`config.mk`:
```
export PLATFORM = sky130hd
export DESIGN_NAME = rr_decode_arbiter
export DESIGN_NICKNAME = d
export VERILOG_FILES = /design/src/rtl/rr_decode_arbiter.sv
export SDC_FILE = /design/constraint.sdc
export NUM_CORES = 1
export LEC_CHECK = 0
export CORE_AREA = 2 2 87 152
export CTS_CLUSTER_SIZE = 28
export DETAILED_ROUTE_END_ITERATION = 6
export DIE_AREA = 0 0 89 154
export PLACE_DENSITY_LB_ADDON = 0.1
export SLEW_MARGIN = 20
export SYNTH_ARGS = -nofsm -noshare
export SYNTH_HDL_FRONTEND = slang
export SYNTH_SLANG_ARGS = --single-unit
```
`constraint.sdc`:
```
create_clock -name clk -period 7.4 [get_ports clk]
set_input_delay 1.85 -clock clk [delete_from_list [all_inputs] [get_ports clk]]
set_output_delay 1.85 -clock clk [all_outputs]
set_load 0.02 [all_outputs]
```
`src/rtl/rr_decode_arbiter.sv`:
```
// rr_decode_arbiter
//   Round-robin arbiter for 16 requesters sharing one resource. It produces
//   a 4-bit winner index and a one-hot grant vector, which is the decode of
//   gnt_idx while gnt_valid is high and all-zero otherwise. A grant is held
//   while its owner keeps requesting. The search pointer always sits one past
//   the most recent winner, so that winner has the lowest priority at the
//   next arbitration.
//
//   Optional feature (macro ARB_HOLD_LIMIT_EN): caps the length of a grant at
//   MAX_HOLD consecutive cycles (legal 1..15) when other requests are waiting.
//   Without the macro the grant is held indefinitely and MAX_HOLD is unused.
//
// Ports
//   clk         in   1   rising-edge clock
//   rst_n       in   1   asynchronous active-low reset
//   en_in       in   1   global arbiter enable
//   req         in  16   level-sensitive request lines
//   gnt         out 16   registered one-hot grant
//   gnt_idx     out  4   index of current / last winner
//   gnt_valid   out  1   a grant is active
//   dbg_state_o out  1   FSM state (0 = IDLE, 1 = GRANT)
//
// Handshake: a requester owns the resource for every cycle in which its gnt
// bit is high; it releases by dropping req, and the next owner's gnt is valid
// after the following edge with no idle cycle in between.
module rr_decode_arbiter #(
  parameter int unsigned MAX_HOLD = 8
) (
  input  logic        clk,
  input  logic        rst_n,
  input  logic        en_in,
  input  logic [15:0] req,
  output logic [15:0] gnt,
  output logic [3:0]  gnt_idx,
  output logic        gnt_valid,
  output logic        dbg_state_o
);

  typedef enum logic {
    IDLE  = 1'b0,
    GRANT = 1'b1
  } state_t;

  state_t      state_q;
  logic [3:0]  ptr_q;
  logic [3:0]  gnt_idx_q;
  logic        gnt_valid_q;
  logic [15:0] gnt_q;

  // Round-robin search starting at ptr_q with modulo-16 wrap.
  logic       found;
  logic [3:0] win;
  logic [3:0] cand;

  always_comb begin
    found = 1'b0;
    win   = ptr_q;
    cand  = ptr_q;
    for (int k = 0; k < 16; k++) begin
      cand = ptr_q + 4'(k);
      if (!found && req[cand]) begin
        found = 1'b1;
        win   = cand;
      end
    end
  end

`ifdef ARB_HOLD_LIMIT_EN
  logic [3:0] hold_cnt_q;
  logic       other_pending;
  logic       hold_expired;

  // gnt_q is the decode of the current winner while in GRANT.
  assign other_pending = |(req & ~gnt_q);
  assign hold_expired  = (hold_cnt_q == 4'(MAX_HOLD));
`endif

  always_ff @(posedge clk or negedge rst_n) begin
    if (!rst_n) begin
      state_q     <= IDLE;
      ptr_q       <= 4'd0;
      gnt_idx_q   <= 4'd0;
      gnt_valid_q <= 1'b0;
      gnt_q       <= 16'd0;
`ifdef ARB_HOLD_LIMIT_EN
      hold_cnt_q  <= 4'd0;
`endif
    end else begin
      case (state_q)
        IDLE: begin
          if (en_in && found) begin
            state_q     <= GRANT;
            gnt_idx_q   <= win;
            gnt_valid_q <= 1'b1;
            gnt_q       <= 16'd1 << win;
            ptr_q       <= win + 4'd1;
`ifdef ARB_HOLD_LIMIT_EN
            hold_cnt_q  <= 4'd1;
`endif
          end
        end
        GRANT: begin
          if (!en_in) begin
            // gnt_idx and ptr are retained for the next enable.
            state_q     <= IDLE;
            gnt_valid_q <= 1'b0;
            gnt_q       <= 16'd0;
          end else if (!req[gnt_idx_q]) begin
            if (found) begin
              // Zero-bubble handoff; the released owner cannot win because
              // ptr_q already points past it and its request is low.
              gnt_idx_q   <= win;
              gnt_q       <= 16'd1 << win;
              ptr_q       <= win + 4'd1;
`ifdef ARB_HOLD_LIMIT_EN
              hold_cnt_q  <= 4'd1;
`endif
            end else begin
              state_q     <= IDLE;
              gnt_valid_q <= 1'b0;
              gnt_q       <= 16'd0;
            end
          end
`ifdef ARB_HOLD_LIMIT_EN
          else if (hold_expired && other_pending) begin
            // Forced handoff: the search reaches the current owner last, so
            // a different requester is always chosen here.
            gnt_idx_q  <= win;
            gnt_q      <= 16'd1 << win;
            ptr_q      <= win + 4'd1;
            hold_cnt_q <= 4'd1;
          end else if (!hold_expired) begin
            hold_cnt_q <= hold_cnt_q + 4'd1;
          end
`endif
        end
        default: begin
          state_q     <= IDLE;
          gnt_valid_q <= 1'b0;
          gnt_q       <= 16'd0;
        end
      endcase
    end
  end

  assign gnt         = gnt_q;
  assign gnt_idx     = gnt_idx_q;
  assign gnt_valid   = gnt_valid_q;
  assign dbg_state_o = state_q;

endmodule
```
==> qor.csv, run 1 <==
metric,value,unit
startpoint_type,input pin,
grt_max_degree,40,
die_area,13700,µm²
routed-wl-met2,8340,µm
core-area,12400,µm²
worstMarginPinSlew,993,ps
syn_nets,410,
avgSynthCellArea,10.0,µm²
rows,54,
async_flop_share,100,%
critPathRequiredTime,7560,ps
synth_seq_cells,26,
synthCells,379,
ant_nets,0,
synth_edf_count,0,
ios,41,
route.met3.wl,558,µm
track_usage,22.6,%
top_layer,met4,
cts_buffer_depth,2,
maxSlewHeadroom,33.8,%
vias_per_cell,6.23,
routed_wl,15000,µm
ctsHoldBuffers,0,
grt_pass1_wl,23100,µm
tns,0,ps
drt_iter0_drc,233,
fillers,1282,
drc,0,
htree_num_levels,1,
yosysTopAreaCell,dfrtp_1,
arrival,6470,ps
crit_fanout,9,
fin_skew,5.33,ps
final-seq-area,652,µm²
place_hpwl,11900,µm
die_y,154,µm
status,finished clean,
gp_congestion,1.04,
wire_per_inst,25.8,µm
nNetsFinal,446,
ys_dominant_reg_cell,dfrtp_1,
dr.pass1.iters,5,
finalSetupViolations,0,
postCtsSetupBuffers,0,
synth_cell_types,70,
multi_input_area,2970,µm²
synth_top_area_share,17.1,%
syn-cell-area,3790,µm²
antenna_cells,0,
areaGrowthSynthToFinish,17.6,%
cts_made_buffers,3,
root_buffer,clkbuf_16,
met1Wirelength,5180,µm
start_util,30.5,%
max_clock_freq,158,MHz
synthTopCellsByArea,"dfrtp_1 (17%), mux4_2 (17%), mux2i_1 (7.6%)",
layout-drive-gt1-share,17.9,%
fin_util,35.9,%
vias,3624,
cts-resized-gates,0,
antenna_found_initial,0,
hold_violations,0,
path_clk_slew,60,ps
endpoint_kind,flip-flop,
clk_latency,270,ps
cts.sinks,26,
grt_pass1_vias,3768,
period_share,85.3,%
overflow,0,
worstSetupPathType,input pin to flip-flop,
rsz0062_at_grt,false,
yosysSeqAreaShare,17.1,%
port-buffer-count,40,
min_period,6310,ps
die_x,89,µm
cap_violations,0,
synth_warnings,0,
slew_violations,0,
hold_path.class,flip-flop to flip-flop,
cts_tree,done,
cell usage in the layout, fill, tap and decap left out, types with 7 or more instances in the layout:
| cell type | count |
|---|---|
| nand3_1 | 10 |
| nor2_1 | 15 |
| and2_1 | 7 |
| ha_1 | 12 |
| dfrtp_1 | 25 |
| inv_1 | 14 |
| clkdlybuf4s50_1 | 40 |
| mux2i_1 | 29 |
| a22o_1 | 9 |
| o21ai_0 | 15 |
| a21oi_1 | 22 |
| a32o_1 | 11 |
| nand2_1 | 30 |
| buf_4 | 11 |
| mux2_2 | 16 |
| xnor2_1 | 10 |
| o22ai_1 | 7 |
| mux4_2 | 28 |
| mux4_1 | 9 |
stage by stage:
step | instances | area [µm²] | setup slack (ps) | hold slack [ps]
6_report | 582 | 4460 | 1090 | 504
5_1_grt | 582 | 4460 | 868 | 526
4_1_cts | 582 | 4460 | 1140 | 508
3_5_place_dp | 578 | 4370 | 875 | 480
3_3_place_gp | 578 | 4370 | 917 | 483
2_1_floorplan | 379 | 3790 | 2240 | 606
logic make-up (layout without fill, tap and decap cells):
family | after synthesis | after routing | synth area share [%]
compound gates | 117 | 117 | 22.5
xor+xnor | 13 | 13 | 3.20
fa+ha+maj | 13 | 13 | 4.22
buf+inv | 35 | 70 | 4.52
flops | 26 | 26 | 17.1
mux | 83 | 83 | 35.6
simple gates | 92 | 92 | 12.8
cell usage after synthesis (3+ instances only):
cell and n:
nand2_1 30, mux2i_1 29, mux4_2 28, dfrtp_1 26, a21oi_1 22, mux2_2 16, nor2_1 15, o21ai_0 15
inv_1 14, ha_1 12, a32o_1 11, nand3_1 10, xnor2_1 10, a22o_1 9, mux4_1 9, clkbuf_1 8
and2_1 7, o22ai_1 7, buf_2 5, a221oi_1 4, a31oi_1 4, nand2b_1 4, nand4_1 4, nor2b_1 4
o32ai_1 4, a211oi_1 3, a22oi_1 3, buf_4 3, buf_6 3, nor3_1 3, o211ai_1 3, o21a_1 3
or3_1 3
flip-flops by register name (all words and copies together), names as in the netlist:
name	cells
gnt_idx	4
gnt	16
ptr_q	4
dbg_state_o	1
gnt_valid	1
final cells by class:
type / count / area share [%]
Tap cell: 168 / 4.71
Inverter: 15 / 1.26
Sequential cell: 26 / 14.6
Multi-Input combinational cell: 318 / 66.6
Clock buffer: 4 / 1.99
Timing Repair Buffer: 51 / 10.8
routing by layer:
metal	track usage [%]	vias up
met2	41.8	152
met5	0	-
met1	24.1	1806
met3	2.04	55
met4	12.7	0
li1	-	1611
final timing paths:
kind                                      start                   end  slack (ps)  depth (start not counted)
max in group asynchronous                 rst_n  ptr_q[0]$_DFFE_PN0P_        5150                          2
setup / recovery                        req[10]   gnt[12]$_DFFE_PN0P_        1090                         12
hold reg to reg             gnt[14]$_DFFE_PN0P_   gnt[14]$_DFFE_PN0P_         500                          1
hold / removal              gnt[14]$_DFFE_PN0P_   gnt[14]$_DFFE_PN0P_         500                          1
min in group asynchronous                 rst_n    gnt[0]$_DFFE_PN0P_        1960                          2
setup reg to reg           ptr_q[0]$_DFFE_PN0P_   gnt[12]$_DFFE_PN0P_        1930                         13
critical path: stages:
cell	delay, ps
clkdlybuf4s50_1	560
mux4_1	670
mux2i_1	350
mux2i_1	290
or4_1	830
nor4_4	500
a221oi_2	150
xnor2_2	410
inv_1	150
ha_1	220
and2_1	210
a32o_1	280
Power of run 1 is left out: the tool's default activity adds up to more than one toggle a clock period on the data nets, which glitch-free logic cannot reach.
==> run 2, diff against run 1 <==
--- a/config.mk
+++ b/config.mk
@@ -10,6 +10,7 @@
 export DETAILED_ROUTE_END_ITERATION = 6
 export DIE_AREA = 0 0 89 154
 export PLACE_DENSITY_LB_ADDON = 0.1
+export SETUP_SLACK_MARGIN = 0.3
 export SLEW_MARGIN = 20
 export SYNTH_ARGS = -nofsm -noshare
 export SYNTH_HDL_FRONTEND = slang
==> results of run 2 <==
Final layout, timing and power as in run 1 (identical DEF).
Power of run 2 is left out for the same reason.
==> run 3, diff against run 2 <==
--- a/config.mk
+++ b/config.mk
@@ -9,7 +9,7 @@
 export CTS_CLUSTER_SIZE = 28
 export DETAILED_ROUTE_END_ITERATION = 6
 export DIE_AREA = 0 0 89 154
-export PLACE_DENSITY_LB_ADDON = 0.1
+export PLACE_DENSITY = 0.58
 export SETUP_SLACK_MARGIN = 0.3
 export SLEW_MARGIN = 20
 export SYNTH_ARGS = -nofsm -noshare
==> run 3 against run 2 <==
Via count grew 0.58%. Final area is essentially flat. Global-route usage fell by 2.4 points. Clock skew fell by 3.2 ps. Sequential cell count is the same. Highest routed layer unchanged. Critical path depth rose by 1.
==> qor.csv, run 3 (synthesis gave the netlist of run 1 again) <==
metric,value,unit
areaGrowthSynthToFinish,17.5,%
antenna_cells,0,
start_util,30.5,%
max_clock_freq,162,MHz
hold_violations,0,
clk_latency,270,ps
core-area,12400,µm²
timing.rr.start,ptr_q[1]$_DFFE_PN0P_,
antenna_found_initial,0,
routed_wl,13500,µm
grt_pass1_vias,3777,
path_clk_slew,60,ps
wire_per_inst,23.3,µm
hold_depth,1,
layout-drive-gt1-share,17.7,%
grt_max_degree,40,
crit_fanout,9,
tns,0,ps
cts_tree,done,
period_share,83.6,%
hold_path.class,flip-flop to flip-flop,
die_x,89,µm
cts.sinks,26,
slew_violations,0,
crit_chain,clkdlybuf4s50_1 > mux4_1 > mux2i_1 > mux2i_1 > or4_1 > nor4_4 > nand2_1 > o22ai_1 > a31o_2 > and2_1 > ha_1 > nand2_1 > o21ai_0,
worstMarginPinSlew,994,ps
largest_reg_flops,16,
drc,0,
fin_skew,2.11,ps
die_area,13700,µm²
dr.pass1.iters,7,
cts_buffer_depth,2,
vias,3645,
startpoint_type,input pin,
nNetsFinal,444,
critPathRequiredTime,7540,ps
maxSlewHeadroom,33.3,%
rows,54,
root_buffer,clkbuf_16,
hold_start,gnt[7]$_DFFE_PN0P_,
cpMaxStageDelayCell,or4_1,
min_to,gnt[7]$_DFFE_PN0P_,
postCtsSetupBuffers,0,
gp_congestion,1.00,
vias_per_cell,6.28,
finalSetupViolations,0,
reg2reg_depth,14,
cts-resized-gates,0,
rsz0062_at_grt,false,
final_common_cell,clkdlybuf4s50_1,
die_y,154,µm
ctsHoldBuffers,0,
r2r_setup_slack,2140,ps
port-buffer-count,40,
arrival,6330,ps
cts_made_buffers,3,
htree_num_levels,1,
critPathMaxStageDelay,810,ps
final_cell_mix,"clkdlybuf4s50_1 (39), nand2_1 (30), mux2i_1 (29)",
track_usage,20.2,%
grt_pass1_wl,21100,µm
worstSetupPathType,input pin to flip-flop,
ant_nets,0,
ios,41,
overflow,0,
worstReg2RegEnd,ptr_q[2]$_DFFE_PN0P_,
min_period,6190,ps
endpoint_kind,flip-flop,
status,finished clean,
place_hpwl,10700,µm
drt_iter0_drc,311,
cap_violations,0,
-- run 3: worst max path at each step --
stage,from,end,depth (start not counted)
after global placement,req[10],ptr_q[2]$_DFFE_PN0P_,13
after global routing,req[10],ptr_q[2]$_DFFE_PN0P_,13
after floorplan,ptr_q[1]$_DFFE_PN0P_,gnt[12]$_DFFE_PN0P_,18
final,req[10],ptr_q[2]$_DFFE_PN0P_,13
after CTS,req[10],ptr_q[2]$_DFFE_PN0P_,13
after detailed placement,req[9],ptr_q[2]$_DFFE_PN0P_,13
-- run 3: critical path, delay by kind of cell --
kind | cells | cell delay [ps]
simple gates | 5 | 1860
mux | 3 | 1290
buf+inv | 1 | 550
fa+ha+maj | 1 | 300
compound gates | 3 | 460
-- run 3: final cells by class --
class / instances / area [µm²]
Multi-Input combinational cell: 318 / 2970
Inverter: 15 / 56.3
Clock inverter: 1 / 30.0
Tap cell: 168 / 210
Clock buffer: 3 / 75.1
Timing Repair Buffer: 49 / 463
Sequential cell: 26 / 652
Fill cell: 1277 / 7970
-- run 3: metrics by stage --
stage / area (µm²) / worst slack [ps] / util [%] / cells / hold slack [ps]
5_1_grt: 4460 / 907 / 35.9 / 580 / 525
3_3_place_gp: 4360 / 1040 / 35.1 / 576 / 483
4_1_cts: 4460 / 1260 / 35.9 / 580 / 503
3_5_place_dp: 4350 / 1020 / 35.0 / 576 / 480
2_1_floorplan: 3790 / 2240 / - / 379 / 606
6_report: 4460 / 1210 / 35.9 / 580 / 500
-- run 3: routing by layer --
metal | vias to the layer above | global-route usage [%] | part of all wire, %
met4 | 0 | 13.6 | 7.8
met1 | 1795 | 20.8 | 34
met2 | 179 | 36.8 | 55
met5 | - | 0 | 0
met3 | 62 | 1.88 | 4.0
li1 | 1609 | - | -
Power of run 3 is left out for the same reason.
